File: config.mk
export PLATFORM = sky130hd
export DESIGN_NAME = cmd_deser_fifo
export DESIGN_NICKNAME = d
export VERILOG_FILES = /design/src/rtl/cmd_deser_fifo.sv
export SDC_FILE = /design/constraint.sdc
export NUM_CORES = 1
export LEC_CHECK = 0
export ABC_AREA = 0
export CAP_MARGIN = 25
export CORE_UTILIZATION = 53
export DETAILED_ROUTE_END_ITERATION = 7
export PLACE_DENSITY = 0.72
export SLEW_MARGIN = 20
export SYNTH_ARGS = -nofsm -noshare
export SYNTH_HDL_FRONTEND = slang
export SYNTH_SLANG_ARGS = --single-unit
File: constraint.sdc
create_clock -name clk -period 4.85 [get_ports clk]
set_input_delay 0.485 -clock clk [delete_from_list [all_inputs] [get_ports clk]]
set_output_delay 0.485 -clock clk [all_outputs]
set_load 0.02 [all_outputs]
File: src/rtl/cmd_deser_fifo.sv
// Byte-serial command deserializer: matches a 1-2 byte address, gathers 0-4
// data bytes, and queues completed {addr,data} commands in a small FIFO.
module cmd_deser_fifo #(
  parameter logic [15:0] ADDR       = 16'h0000,
  parameter logic [15:0] ADDR_MASK  = 16'hffff,
  parameter int unsigned ADDR_BYTES = 2,
  parameter int unsigned DATA_BYTES = 4,
  parameter int unsigned ADDR_WIDTH = 16,
  parameter int unsigned DATA_WIDTH = 32,
  parameter int unsigned FIFO_LOG2  = 2
) (
  input  logic                  rst,
  input  logic                  clk,
  input  logic [7:0]            ad,
  input  logic                  stb,
  output logic [ADDR_WIDTH-1:0] addr,
  output logic [DATA_WIDTH-1:0] data,
  output logic                  valid,
  input  logic                  ready,
  output logic [FIFO_LOG2:0]    fill,
  output logic                  overflow,
  input  logic                  ovf_clr,
  output logic                  abort
);

  localparam int unsigned DEPTH = 1 << FIFO_LOG2;
  localparam int unsigned FW    = FIFO_LOG2 + 1;
  localparam int unsigned PW    = FIFO_LOG2;
  localparam logic [2:0]  DATA_LAST = (DATA_BYTES == 0) ? 3'd0 : 3'(DATA_BYTES - 1);

  localparam logic [1:0] S_IDLE = 2'd0;
  localparam logic [1:0] S_AHI  = 2'd1;
  localparam logic [1:0] S_DATA = 2'd2;

  logic [1:0]  r_state, w_state_nxt;
  logic [2:0]  r_cnt, w_cnt_nxt;
  logic [15:0] r_acap, w_acap_nxt;
  logic [31:0] r_dcap, w_dcap_nxt;
  logic        w_complete;
  logic        w_abort;
  logic        w_lo_match;
  logic        w_hi_match;

  logic [ADDR_WIDTH-1:0] r_mem_addr [DEPTH];
  logic [DATA_WIDTH-1:0] r_mem_data [DEPTH];
  logic [PW-1:0]         r_wr_ptr;
  logic [PW-1:0]         r_rd_ptr;
  logic [PW-1:0]         w_rd_inc;
  logic [FW-1:0]         r_fill, w_fill_nxt;
  logic                  r_valid;
  logic                  r_overflow;
  logic                  r_abort;
  logic [ADDR_WIDTH-1:0] r_head_addr, w_head_addr_nxt;
  logic [DATA_WIDTH-1:0] r_head_data, w_head_data_nxt;
  logic [ADDR_WIDTH-1:0] w_push_addr;
  logic [DATA_WIDTH-1:0] w_push_data;
  logic                  w_full;
  logic                  w_pop;
  logic                  w_push;
  logic                  w_drop;

  assign w_lo_match = ((ad ^ ADDR[7:0])  & ADDR_MASK[7:0])  == 8'h00;
  assign w_hi_match = ((ad ^ ADDR[15:8]) & ADDR_MASK[15:8]) == 8'h00;

  // Deserializer next state; a strobe always restarts as an IDLE start byte.
  always_comb begin
    w_state_nxt = r_state;
    w_cnt_nxt   = r_cnt;
    w_acap_nxt  = r_acap;
    w_dcap_nxt  = r_dcap;
    w_complete  = 1'b0;
    w_abort     = 1'b0;
    if (stb) begin
      w_abort     = (r_state != S_IDLE);
      w_state_nxt = S_IDLE;
      w_cnt_nxt   = 3'd0;
      if (w_lo_match) begin
        w_acap_nxt = {8'h00, ad};
        w_dcap_nxt = 32'h0;
        if (ADDR_BYTES == 2)      w_state_nxt = S_AHI;
        else if (DATA_BYTES == 0) w_complete  = 1'b1;
        else                      w_state_nxt = S_DATA;
      end
    end else begin
      case (r_state)
        S_AHI: begin
          w_state_nxt = S_IDLE;
          if (w_hi_match) begin
            w_acap_nxt = {ad, r_acap[7:0]};
            if (DATA_BYTES == 0) w_complete  = 1'b1;
            else                 w_state_nxt = S_DATA;
          end
        end
        S_DATA: begin
          w_dcap_nxt = r_dcap | (32'(ad) << {r_cnt, 3'b000});
          w_cnt_nxt  = r_cnt + 3'd1;
          if (r_cnt == DATA_LAST) begin
            w_complete  = 1'b1;
            w_state_nxt = S_IDLE;
            w_cnt_nxt   = 3'd0;
          end
        end
        default: w_state_nxt = S_IDLE;
      endcase
    end
  end

  always_ff @(posedge clk or posedge rst) begin
    if (rst) begin
      r_state <= S_IDLE;
      r_cnt   <= 3'd0;
      r_acap  <= 16'h0;
      r_dcap  <= 32'h0;
      r_abort <= 1'b0;
    end else begin
      r_state <= w_state_nxt;
      r_cnt   <= w_cnt_nxt;
      r_acap  <= w_acap_nxt;
      r_dcap  <= w_dcap_nxt;
      r_abort <= w_abort;
    end
  end

  assign w_push_addr = w_acap_nxt[ADDR_WIDTH-1:0];
  assign w_push_data = w_dcap_nxt[DATA_WIDTH-1:0];
  assign w_full      = (r_fill == FW'(DEPTH));
  assign w_pop       = r_valid & ready;
  assign w_push      = w_complete & (~w_full | w_pop);
  assign w_drop      = w_complete & w_full & ~w_pop;
  assign w_rd_inc    = r_rd_ptr + PW'(1);

  always_comb begin
    w_fill_nxt = r_fill;
    if (w_push && !w_pop)      w_fill_nxt = r_fill + FW'(1);
    else if (w_pop && !w_push) w_fill_nxt = r_fill - FW'(1);
  end

  // Registered head: next entry, or the incoming command when it lands at the head.
  always_comb begin
    w_head_addr_nxt = r_head_addr;
    w_head_data_nxt = r_head_data;
    if (w_fill_nxt == FW'(0)) begin
      w_head_addr_nxt = '0;
      w_head_data_nxt = '0;
    end else if (w_pop) begin
      if (r_fill == FW'(1)) begin
        w_head_addr_nxt = w_push_addr;
        w_head_data_nxt = w_push_data;
      end else begin
        w_head_addr_nxt = r_mem_addr[w_rd_inc];
        w_head_data_nxt = r_mem_data[w_rd_inc];
      end
    end else if (r_fill == FW'(0)) begin
      w_head_addr_nxt = w_push_addr;
      w_head_data_nxt = w_push_data;
    end
  end

  always_ff @(posedge clk) begin
    if (w_push) begin
      r_mem_addr[r_wr_ptr] <= w_push_addr;
      r_mem_data[r_wr_ptr] <= w_push_data;
    end
  end

  always_ff @(posedge clk or posedge rst) begin
    if (rst) begin
      r_wr_ptr    <= '0;
      r_rd_ptr    <= '0;
      r_fill      <= '0;
      r_valid     <= 1'b0;
      r_overflow  <= 1'b0;
      r_head_addr <= '0;
      r_head_data <= '0;
    end else begin
      if (w_push) r_wr_ptr <= r_wr_ptr + PW'(1);
      if (w_pop)  r_rd_ptr <= w_rd_inc;
      r_fill      <= w_fill_nxt;
      r_valid     <= (w_fill_nxt != FW'(0));
      r_head_addr <= w_head_addr_nxt;
      r_head_data <= w_head_data_nxt;
      if (w_drop)       r_overflow <= 1'b1;
      else if (ovf_clr) r_overflow <= 1'b0;
    end
  end

  assign addr     = r_head_addr;
  assign data     = r_head_data;
  assign valid    = r_valid;
  assign fill     = r_fill;
  assign overflow = r_overflow;
  assign abort    = r_abort;

endmodule

* After elaboration in Yosys (flattened, before gate mapping)
Memories as Yosys holds them, arrays and structs flattened. Cells that the tools add are included.
Storage, ports and cells: register bits 111, bits in latches 0, bits in writable memories 192, memory bits (read-only) 0, memories kept 2
Operators by class: add/sub/neg operators 5, multiply operators 0, divide/modulo/power cells 0, order comparisons 0, eq/ne operators 6, shifts and indexed selects 1, mux-type cells 33, bitwise operators 8, reduce and logical (&&, ||, !) cells 12
Memories:
- r_mem_data | depth 4, width 32, read ports 1, clocked after Yosys merged registers in 0, write ports 1, line 45 | logic [DATA_WIDTH-1:0] r_mem_data [DEPTH];
- r_mem_addr | depth 4, width 16, read ports 1, clocked after Yosys merged registers in 0, write ports 1, line 44 | logic [ADDR_WIDTH-1:0] r_mem_addr [DEPTH];
Operators by type and width (count):
- 32-bit 2-to-1 mux | 7
- 16-bit 2-to-1 mux | 8
- 32-bit OR | 1
- 8-bit by 6-bit << shifter with 32-bit output | 1
- 3-bit 2-to-1 mux | 5
- 1-bit 2-to-1 mux | 9
- 8-bit zero test | 1
- 3-bit by 1-bit adder with 3-bit output (second input constant) | 2
- 3-bit zero test | 2
- 2-bit 2-to-1 mux | 3
- 2-bit nonzero test | 3
- 3-bit nonzero test | 2
- 2-bit by 1-bit adder with 2-bit output (second input constant) | 2
- 1-bit AND | 4
- 2-bit one-hot mux with 2 select lines | 1
- 3-bit by 1-bit equality test with 1-bit output (second input constant) | 1
- 3-bit by 2-bit equality test with 1-bit output (second input constant) | 1
- 3-bit equality test (second input constant) | 1
- 3-bit != test (second input constant) | 1
- 3-bit by 1-bit subtractor with 3-bit output (second input constant) | 1
- 2-bit by 1-bit equality test with 1-bit output (second input constant) | 1
- 2-bit equality test (second input constant) | 1
- 1-bit logical AND | 2
- 1-bit zero test | 2
- other kinds (2) | 3

* Logic depth before layout (Yosys ltp)
depth in word-level cells 11, mapped depth 9, mapped depth without buffers 7

* Worst setup path after synthesis
No wires, ideal clock.
kind register to register, start reg r_cnt[0], end mem r_mem_addr[0][0], enable pin, setup time 0.411 ns, arrival 2.465 ns, data required time 4.439 ns, slack 1.975 ns, cell stages (with the launch flop) 6, buffers on the path 0, cells stage by stage dfrtp_1 ha_1 nand2b_1 nor3_2 o21a_1 and2_1
On the way: word-level cells in the longest chain between the ends 7
Ends and longest elaborated chain:
- start, declared | line 36 | logic [2:0] r_cnt, w_cnt_nxt;
- start signal, assigned | line 117 | r_cnt <= w_cnt_nxt;
- 3-bit by 2-bit equality test with 1-bit output | line 97 | if (r_cnt == DATA_LAST) begin
- 1-bit 2-to-1 mux | line 97
- 1-bit 2-to-1 mux | line 85 | case (r_state)
- 1-bit 2-to-1 mux | line 73 | if (stb) begin
- 1-bit AND | line 128 | assign w_push = w_complete & (~w_full | w_pop);
- 1-bit 2-to-1 mux | line 160 | if (w_push) begin
- 1-bit 2-to-1 mux (implied by the code) | line 161 | r_mem_addr[r_wr_ptr] <= w_push_addr;
- end, declared | line 44
Every way passes these cells.

* Worst setup path in the final report
start reg r_cnt[1], end mem r_mem_data[0][13], enable pin
On the way: word-level cells in the longest chain between the ends 7
Ends and longest elaborated chain:
- 3-bit by 2-bit equality test with 1-bit output | line 97
- 1-bit 2-to-1 mux | line 97
- 1-bit 2-to-1 mux | line 85
- 1-bit 2-to-1 mux | line 73
- 1-bit AND | line 128
- 1-bit 2-to-1 mux | line 160
- 1-bit 2-to-1 mux (implied by the code) | line 162 | r_mem_data[r_wr_ptr] <= w_push_data;
- end, declared | line 45
Every way passes these cells.

==> impl_results.md <==
- Post CTS Setup Buffer Count: 0
- GR Layer Usage met1: 0.314
- Final min period: 2.97 ns
- Global routing usage on met2: 0.396
- Syn_area_per_cell: roughly 17 um^2
- Syn Nets: 713
- FP Rows: 54
- Sw power: between 0.002 and 0.0025 W
- Antenna violations before repair: 0
- Critical Path AT: around 3.1 ns
- Critical path endpoint category: flop
- Cts hold-fix bufs: 0
- Design area: between 10000 and 15000 um^2
- Leak: roughly 5.1 nW
- Min-delay worst type: input pin to async pin
- Die height: 152 um
- Cells after Synth: 691
- MaxCap Viol Count: 0
- Post-route ant nets: 0
- Register area share after synthesis: 0.718
- HPWL after DPL: 15200 um
- Clk Latency, worst-skew pair: between 0.5 and 0.6 ns
- Top cells by area, synth: edfxtp_1 48%, dfrtp_1 23%, mux4_2 9.1%
- Final period utilization: 0.613
- Measured slew at the worst slew-check pin: between 0.8 and 0.9 ns
- Final setup viols: 0
- Post-synth top area share: 0.485
- Peak supply drop: about 0.37 mV
- Mapped Area: approximately 12000 um^2
- Post-Route Setup TNS: 0 ns
- Pwr dens: between 500 and 600 nW/um^2
- Clock Pin Slew Worst Setup and Hold Paths: ~0.060 ns
- Pin count of the biggest net entering global routing: 54
- Gr busiest metal: met2
- Cell-internal power: ~0.0054 W
- Required @ worst endpoint: ~5.0 ns
- Total track usage: 0.236
- Combinational fraction of design power: 0.284
- Clk_skew: 0.0197 ns
- Top-Level Pins: 67
- Vias per cell: 6.37
- Core area: approximately 22000 um^2
- Cell variety after synth: between 40 and 50
- GP Congestion: 0.840
- Share of cells above drive strength 1: 0.189
- Nature of the critical path startpoint: flop
- CP max-delay cell: buf_4
- Clock share of power: 0.308
- Residual DRC: 0
- Yosys top cell by area: edfxtp_1
- Vias after detailed routing: 6744
- WL per Instance: 25.1 um
- GR Util met3: 0.0419
- Worst path max stage delay: between 0.5 and 0.6 ns
- H-tree Lvls: 1
- Port Buffer Count: 66
- N_diodes: 0
- Vias in the first global route: between 7000 and 8000
- Most frequent cells in the layout: 192 x edfxtp_1, 109 x dfrtp_1, 66 x clkdlybuf4s50_1
- Final WL: ~27000 um
- Hold Vio Cnt, Final: 0
- Synthesis Warnings: 0
- Flop pwr share: 0.408
- Die area: about 23000 um^2
- Status: finished, final reports clean
- Layout Nets: slightly below 800
- Die Wd: 152 um
- CTS tree: built
- Switching Fraction: 0.303
- Highest clock rate: between 0.3 and 0.4 GHz
- Worst setup path class: flop to flop
- Initial DRC Count: ~500
- Initial core utilization: 0.543
- Global-route wire length before repair: 41900 um
- CTS Buffer Depth: 3
- # clock sinks: 303
- Slew HR: 0.439
- Fin. max-slew vios: 0
- Unrepaired setup endpoints after global routing: no
- PostCTS Resize Cnt: 0
- Commonest non-fill, non-tap cell in the layout: edfxtp_1
- Placed insts: between 1000 and 1500
- Syn-to-layout area delta: 16.8%
- Critical path peak fanout: 34
- Total grt overflow: 0
- Area after DPL: 12900 um^2
- Post-Layout Cell Count: around 1100
- Pre-Repair DR Iteration Count: 5
- #FFs+latches synth: 303
- Root buffer cell: clkbuf_16
- Worst-path cell chain: ha_1, nand2b_1, nor3_2, o21a_1, and2_2, buf_4
- Number of CTS-inserted buffers: 30
- Fillers: 1561
==> logic make-up (layout without fill, tap and decap cells) <==
logic type	after synthesis	in the layout	share of synthesized area
compound gates	179	179	0.113
simple gates	81	81	0.0395
flops	303	303	0.718
xor+xnor	4	4	0.00294
buf+inv	65	152	0.0245
mux	50	50	0.0926
fa+ha+maj	9	9	0.00947
==> layer usage <==
layer / vias up / share of wire
met2: 322 / 0.50
li1: 2871 / -
met5: - / 0
met1: 3495 / 0.40
met4: 0 / 0.032
met3: 56 / 0.072
==> final timing paths <==
check / slack [ns] / cells past startpoint / startpoint / to
min: 0.26 / 2 / rst / r_acap[8]
min reg2reg: 0.52 / 2 / r_acap[4] / addr[4]
max: 1.88 / 6 / r_cnt[1] / r_mem_data[0][13]
max reg2reg: 1.88 / 6 / r_cnt[1] / r_mem_data[0][13]
min in group clk: 0.52 / 2 / r_acap[4] / addr[4]
max in group asynchronous: 3.52 / 3 / rst / data[26]
==> worst max-delay path: cells and delay by family (launching register included) <==
kind / cells / cell delay, ns
AOI/OAI and AO/OA: 1 / 0.31
adders and majority gates: 1 / 0.25
buffers and inverters: 1 / 0.59
DFF: 1 / 0.53
and+or+nand+nor: 3 / 0.90
==> registers in the layout, indices dropped and copies added (netlist names), 2 cells and up <==
| signal | count |
|---|---|
| addr | 16 |
| data | 32 |
| fill | 3 |
| r_acap | 16 |
| r_cnt | 3 |
| r_dcap | 32 |
| r_mem_addr | 64 |
| r_mem_data | 128 |
| r_rd_ptr | 2 |
| r_state | 2 |
| r_wr_ptr | 2 |
==> power groups by stage <==
stage	logic, W	clock network (W)	registers (W)
global route	0.00236	0.00253	0.00321
CTS	0.00222	0.00243	0.00318
global placement	0.00208	0	0.00329
floorplan	0.00126	0	0.00333
finish	0.00221	0.00240	0.00317
detailed placement	0.00220	0	0.00323
==> stage by stage <==
step / total power, W / utilization / hold WS (ns) / worst slack [ns]
global placement: 0.00537 / 0.586 / 0.502 / 1.57
floorplan: 0.00459 / - / 0.483 / 1.43
finish: 0.00778 / 0.635 / 0.258 / 1.88
global route: 0.00809 / 0.635 / 0.294 / 1.70
detailed placement: 0.00543 / 0.587 / 0.512 / 1.51
CTS: 0.00783 / 0.635 / 0.259 / 1.87
==> cells in the mapped netlist <==
cell        n
a22oi_1    47
edfxtp_1  192
a21oi_1    45
a22o_1     32
o22a_1      1
o21a_1      2
nor3_4      1
nor3b_1     2
buf_4       2
nand2b_1    6
nand2_1    28
o22ai_1     5
nor2_1      6
inv_1      12
a22oi_2     8
buf_1       5
o211ai_1    1
o21ai_0     2
nor3_2      1
nand4_1     1
and4_1      1
nand4b_1    1
a32oi_1    24
nor4_1      2
mux4_2     48
buf_6       3
a311oi_1    1
nor2b_1     2
nor3b_4     2
xnor2_1     4
dfrtp_1   111
or4b_4      1
buf_2      14
a211oi_1    2
a21o_1      1
and2_1     22
nor2_2      1
mux2i_1     2
nand3_1     4
a21oi_2     8
clkbuf_1   29
ha_1        9
==> area by class of cell <==
class                   count  area, um^2  share of cell area
clock buffers              44         875              0.0629
clock inverters            12         164              0.0118
inverters                  12        47.5             0.00342
multi-input cells         323        3090               0.223
flip-flops and latches    303        8550               0.615
well taps                 280         350              0.0252
repair buffers             84         816              0.0587
(Power assumes the default switching activity.)
